File: config.mk
export PLATFORM = sky130hd
export DESIGN_NAME = stopwatch_ctrl
export DESIGN_NICKNAME = d
export VERILOG_FILES = /design/src/rtl/stopwatch_ctrl.sv
export SDC_FILE = /design/constraint.sdc
export NUM_CORES = 1
export LEC_CHECK = 0
export CAP_MARGIN = 40
export CELL_PAD_IN_SITES_DETAIL_PLACEMENT = 0
export CELL_PAD_IN_SITES_GLOBAL_PLACEMENT = 1
export CORE_AREA = 4 4 109 111
export DETAILED_ROUTE_END_ITERATION = 6
export DIE_AREA = 0 0 113 115
export PLACE_DENSITY = 0.8
export SYNTH_ARGS = -nofsm -noshare
export SYNTH_HDL_FRONTEND = slang
export SYNTH_SLANG_ARGS = --single-unit
File: constraint.sdc
create_clock -name clk -period 2.6 [get_ports clk]
set_input_delay 0.52 -clock clk [delete_from_list [all_inputs] [get_ports clk]]
set_output_delay 0.52 -clock clk [all_outputs]
set_load 0.1 [all_outputs]
File: src/rtl/stopwatch_ctrl.sv
// mm:ss stopwatch controller: debounced start/lap buttons, run/lap/pause FSM,
// BCD seconds/minutes counter and registered seven-segment digit scheduling.
module stopwatch_ctrl #(
    parameter int DB_CYCLES = 1_000_000,
    parameter int DB_BITS   = 20
) (
    input  logic       clk,
    input  logic       rst,
    input  logic       btn_start,
    input  logic       btn_lap,
    input  logic       sec_clk,
    input  logic [1:0] scan_ctl,
    output logic       div_clr,
    output logic [3:0] bcd_out,
    output logic [3:0] ssd_en,
    output logic       running,
    output logic       rollover
);

    typedef enum logic [1:0] {IDLE, RUN, LAP, PAUSE} state_t;

    localparam logic [DB_BITS-1:0] DB_LAST = DB_BITS'(DB_CYCLES - 1);

    // Index 0 = start button, index 1 = lap button
    logic [1:0]         w_btn;
    logic [1:0]         r_sync1, r_sync2, r_db_lvl, r_pls;
    logic [DB_BITS-1:0] r_db_cnt [2];

    logic        r_sec_d;
    logic        w_tick, w_s, w_l;
    state_t      r_state, w_next;
    logic        w_div_clr, w_latch, w_clear, w_count_en, w_at_max;
    logic [3:0]  r_s1, r_s10, r_m1, r_m10;
    logic [15:0] r_lat, w_live, w_src;
    logic        r_div_clr, r_running, r_rollover;
    logic [3:0]  r_bcd, r_en;

    assign w_btn = {btn_lap, btn_start};
    assign w_s   = r_pls[0];
    assign w_l   = r_pls[1];

    // Counter only advances while the synchronised level differs from the accepted one,
    // so any bounce back to the accepted level restarts the stability window.
    always_ff @(posedge clk) begin
        if (rst) begin
            r_sync1  <= '0;
            r_sync2  <= '0;
            r_db_lvl <= '0;
            r_pls    <= '0;
            for (int i = 0; i < 2; i++) r_db_cnt[i] <= '0;
        end else begin
            r_sync1 <= w_btn;
            r_sync2 <= r_sync1;
            for (int i = 0; i < 2; i++) begin
                r_pls[i] <= 1'b0;
                if (r_sync2[i] == r_db_lvl[i]) begin
                    r_db_cnt[i] <= '0;
                end else if (r_db_cnt[i] == DB_LAST) begin
                    r_db_cnt[i] <= '0;
                    r_db_lvl[i] <= r_sync2[i];
                    r_pls[i]    <= r_sync2[i];
                end else begin
                    r_db_cnt[i] <= r_db_cnt[i] + 1'b1;
                end
            end
        end
    end

    always_ff @(posedge clk) begin
        if (rst) r_sec_d <= 1'b0;
        else     r_sec_d <= sec_clk;
    end

    assign w_tick = sec_clk & ~r_sec_d;

    always_ff @(posedge clk) begin
        if (rst) begin
            r_state   <= IDLE;
            r_div_clr <= 1'b0;
            r_running <= 1'b0;
        end else begin
            r_state   <= w_next;
            r_div_clr <= w_div_clr;
            r_running <= (w_next == RUN) || (w_next == LAP);
        end
    end

    // Start has priority: when both pulses coincide the lap pulse is dropped
    always_comb begin
        w_next    = r_state;
        w_div_clr = 1'b0;
        w_latch   = 1'b0;
        w_clear   = 1'b0;
        case (r_state)
            IDLE: begin
                if (w_s) begin
                    w_next    = RUN;
                    w_div_clr = 1'b1;
                end
            end
            RUN: begin
                if (w_s) begin
                    w_next = PAUSE;
                end else if (w_l) begin
                    w_next  = LAP;
                    w_latch = 1'b1;
                end
            end
            LAP: begin
                if (w_s)      w_next = PAUSE;
                else if (w_l) w_next = RUN;
            end
            PAUSE: begin
                if (w_s) begin
                    w_next    = RUN;
                    w_div_clr = 1'b1;
                end else if (w_l) begin
                    w_next  = IDLE;
                    w_clear = 1'b1;
                end
            end
            default: w_next = IDLE;
        endcase
    end

    assign w_count_en = w_tick && !w_s && ((r_state == RUN) || (r_state == LAP));
    assign w_at_max   = (r_s1 == 4'd9) && (r_s10 == 4'd5) && (r_m1 == 4'd9) && (r_m10 == 4'd5);
    assign w_live     = {r_m10, r_m1, r_s10, r_s1};

    always_ff @(posedge clk) begin
        if (rst || w_clear) begin
            r_s1  <= '0;
            r_s10 <= '0;
            r_m1  <= '0;
            r_m10 <= '0;
        end else if (w_count_en) begin
            if (r_s1 != 4'd9) begin
                r_s1 <= r_s1 + 4'd1;
            end else begin
                r_s1 <= '0;
                if (r_s10 != 4'd5) begin
                    r_s10 <= r_s10 + 4'd1;
                end else begin
                    r_s10 <= '0;
                    if (r_m1 != 4'd9) begin
                        r_m1 <= r_m1 + 4'd1;
                    end else begin
                        r_m1  <= '0;
                        r_m10 <= (r_m10 == 4'd5) ? 4'd0 : r_m10 + 4'd1;
                    end
                end
            end
        end
    end

    always_ff @(posedge clk) begin
        if (rst) begin
            r_lat      <= '0;
            r_rollover <= 1'b0;
        end else begin
            r_rollover <= w_count_en && w_at_max;
            if (w_latch) r_lat <= w_live;
        end
    end

    assign w_src = (r_state == LAP) ? r_lat : w_live;

    always_ff @(posedge clk) begin
        if (rst) begin
            r_bcd <= '0;
            r_en  <= 4'b1111;
        end else begin
            case (scan_ctl)
                2'd0:    r_bcd <= w_src[3:0];
                2'd1:    r_bcd <= w_src[7:4];
                2'd2:    r_bcd <= w_src[11:8];
                default: r_bcd <= w_src[15:12];
            endcase
            r_en <= ~(4'b0001 << scan_ctl);
        end
    end

    assign div_clr  = r_div_clr;
    assign running  = r_running;
    assign rollover = r_rollover;
    assign bcd_out  = r_bcd;
    assign ssd_en   = r_en;

endmodule

==> summary.txt <==
Die
  • Initial Util: 43.0%
  • Die Area: 13000 um^2
  • Die Span Y: 115 um
  • Total core area: 10800 um^2
  • Row count: 38
  • I/O pins: 18
  • Die Width: 113 um

Layout
  • Final core area utilization: 48.6%
  • Commonest non-fill, non-tap cells in the layout: nor2_1 (54), dfxtp_1 (54), nand2_1 (53)
  • Share of layout cells above drive strength 1: 10.3%
  • Nets: 543
  • Final non-filler cell total: 675
  • Layout area overhead: 13.0%
  • Finished Cell Area: 5240 um^2
  • ANT cells: 0
  • Fillers: 1027

STA
  • Slew margin rel.: 61.2%
  • Setup ws final: 0.347 ns
  • Worst-Margin Slew: 0.577 ns
  • Final Cycle Share: 86.6%
  • Clock skew: 0.00547 ns
  • Fin Setup TNS: 0 ns
  • Unrepaired setup endpoints after global routing: false
  • Final min period: 2.25 ns
  • Hold Vio Cnt, Final: 0
  • Max Slew Vio Count: 0
  • Count of final setup violators: 0
  • Hold WS: 0.449 ns
  • F_max: 0.444 GHz

CTS
  • Clock latency at the later pin of the worst-skew pair: 0.36 ns
  • Resized Gates After CTS: 0
  • Sink Count: 94
  • CTS root buf: clkbuf_8
  • Worst-path clk slew: 0.09 ns
  • CTS Buf Count: 9
  • CTS tree: yes
  • H-tree levels: 3
  • Longest Clk Path Bufs: 2
  • Hold-fix buffers, CTS: 0
  • # Post-CTS Setup Buffers: 0

Power and ir drop
  • Power Density: 493 nW/um^2
  • PnR Total Power: 2.58 mW
  • Clock share of power: 33.0%
  • Sw Ratio: 24.0%
  • Comb pwr share: 5.0%
  • Cell-internal power: 1.96 mW
  • Reg power frac: 62.0%
  • Leak: 1.73 nW
  • Psw: 0.619 mW
  • Maximum vdd drop: 0.000308 V

Global route
  • Vias in the first global route: 3281
  • GRT Resource Usage Total: 15.0%
  • Initial antenna violation count: 0
  • Gr ovfl total: 0
  • Largest net degree at the start of global routing: 22
  • First-pass GRT wire length: 15600 um

Synthesis
  • Synth async-reset ratio: 0%
  • Synth Warn #: 0
  • Synth Flop Type: dfxtp_1
  • Avg Cell Area, Syn: 9.79 um^2
  • Yosys reg bits: 94
  • Seq/Total Area, Yosys: 49.2%
  • Synth cell types: 58
  • EDFF count, synth: 40
  • Synthesized area: 4640 um^2
  • Mapped Cells: 474

Detailed routing
  • WL/cell: 13.8 um
  • DR vias/cell: 5.21
  • Vias: 3517
  • Post-DRT Antenna Nets: 0
  • DRT iter0 DRCs: 157
  • DRC violations left: 0
  • Total wire length: 9340 um
  • First drt pass iteration count: 4

Placement
  • IO buf count: 17
  • Inst Count DP: 659
  • Placement Cell Area: 5080 um^2
  • Dpl hpwl: 6610 um
  • Placer Congestion: 0.765
  • Dpl ws: 0.194 ns

Setup path
  • Flop-to-flop setup slack: 0.35 ns
  • Critical Path AT: 2.55 ns
  • WS Path Type: reg2reg
  • Critical path required time: 2.90 ns
  • CP Capture Type: register
  • R2r worst-path depth: 6
  • Worst Setup Start Kind: register
  • Maximum fanout along the worst path: 10

Worst hold path
  • Min-delay worst type: reg2reg
  • Hold depth: 1

Job
  • Max_cap viols: 0

Outcome
  • Status: finished, final reports clean
routing by layer:
layer  track usage, %  wire length [um]  vias up
met5                0                 0        -
met4             6.49               137        0
met3             2.47               294       10
met2             25.0              4550       40
met1             19.4              4370     1687
li1                 -                 -     1780
sequential cells by signal (all words and copies together), names as in the netlist, 2 cells and up:
signal and cells:
r_db_cnt 40, r_lat 16, r_pls 2, r_m1 4
r_db_lvl 2, r_s1 4, r_state 2, r_sync1 2
r_s10 4, ssd_en 4, r_m10 4, r_sync2 2
bcd_out 4
synth_stat cells (8+ instances only):
cell type | n | area (um^2)
dfxtp_1 | 54 | 1080
a21oi_1 | 35 | 175
mux2i_1 | 8 | 80.1
xnor2_1 | 25 | 219
nand3_1 | 19 | 95.1
or3_1 | 9 | 56.3
inv_1 | 13 | 48.8
clkbuf_1 | 12 | 45.0
nor2b_1 | 14 | 87.6
o21ai_0 | 12 | 60.1
nand2_1 | 53 | 199
nand4_1 | 10 | 62.6
edfxtp_1 | 40 | 1200
nor4_1 | 12 | 75.1
nor2_1 | 54 | 203
mux4_2 | 8 | 180
kinds of logic (layout without fill, tap and decap cells):
kind of cell             after synthesis  in the layout  share of synthesized area, %
AND/OR/NAND/NOR                      228            228                          26.6
flip-flops                            94             94                          49.2
AO/OA/AOI/OAI                         63             63                          7.71
buffers and inverters                 33             55                          2.97
XOR/XNOR                              32             32                          6.04
multiplexers                          17             17                          5.85
adder cells (fa/ha/maj)                6              6                          1.62
other                                  1             40                        0.0808
path summary, 6_finish.rpt:
kind / from / end
worst min-delay path: r_sync1[0]$_SDFF_PP0_ / r_sync2[0]$_SDFF_PP0_
worst max-delay path: r_state[0]$_SDFF_PP0_ / r_m10[2]$_SDFFE_PP0P_
worst max register to register: r_state[0]$_SDFF_PP0_ / r_m10[2]$_SDFFE_PP0P_
worst min register to register: r_sync1[0]$_SDFF_PP0_ / r_sync2[0]$_SDFF_PP0_
power groups by stage:
| stage | sequential [mW] | combinational, mW | clock (mW) |
|---|---|---|---|
| 5_1_grt | 1.61 | 0.144 | 0.934 |
| 6_report | 1.60 | 0.129 | 0.852 |
| 3_5_place_dp | 1.64 | 0.127 | 0 |
| 2_1_floorplan | 1.64 | 0.0768 | 0 |
| 3_3_place_gp | 1.64 | 0.126 | 0 |
| 4_1_cts | 1.60 | 0.128 | 0.887 |
area by class of cell:
cell class / instances / area (um^2) / share of cell area, %
clock buffers: 12 / 135 / 2.58
clock inverters: 4 / 23.8 / 0.453
inverters: 13 / 48.8 / 0.931
multi-input cells: 386 / 2370 / 45.2
flip-flops and latches: 94 / 2280 / 43.5
well taps: 140 / 175 / 3.34
repair buffers: 26 / 210 / 4.01
worst max-delay path, stage by stage (launching register included):
cell,delay [ns]
dfxtp_1,0.40
inv_1,0.09
ha_1,0.32
and4bb_1,0.37
nand3_4,0.17
or4b_2,0.67
a21oi_1,0.15
(Power assumes the default switching activity.)
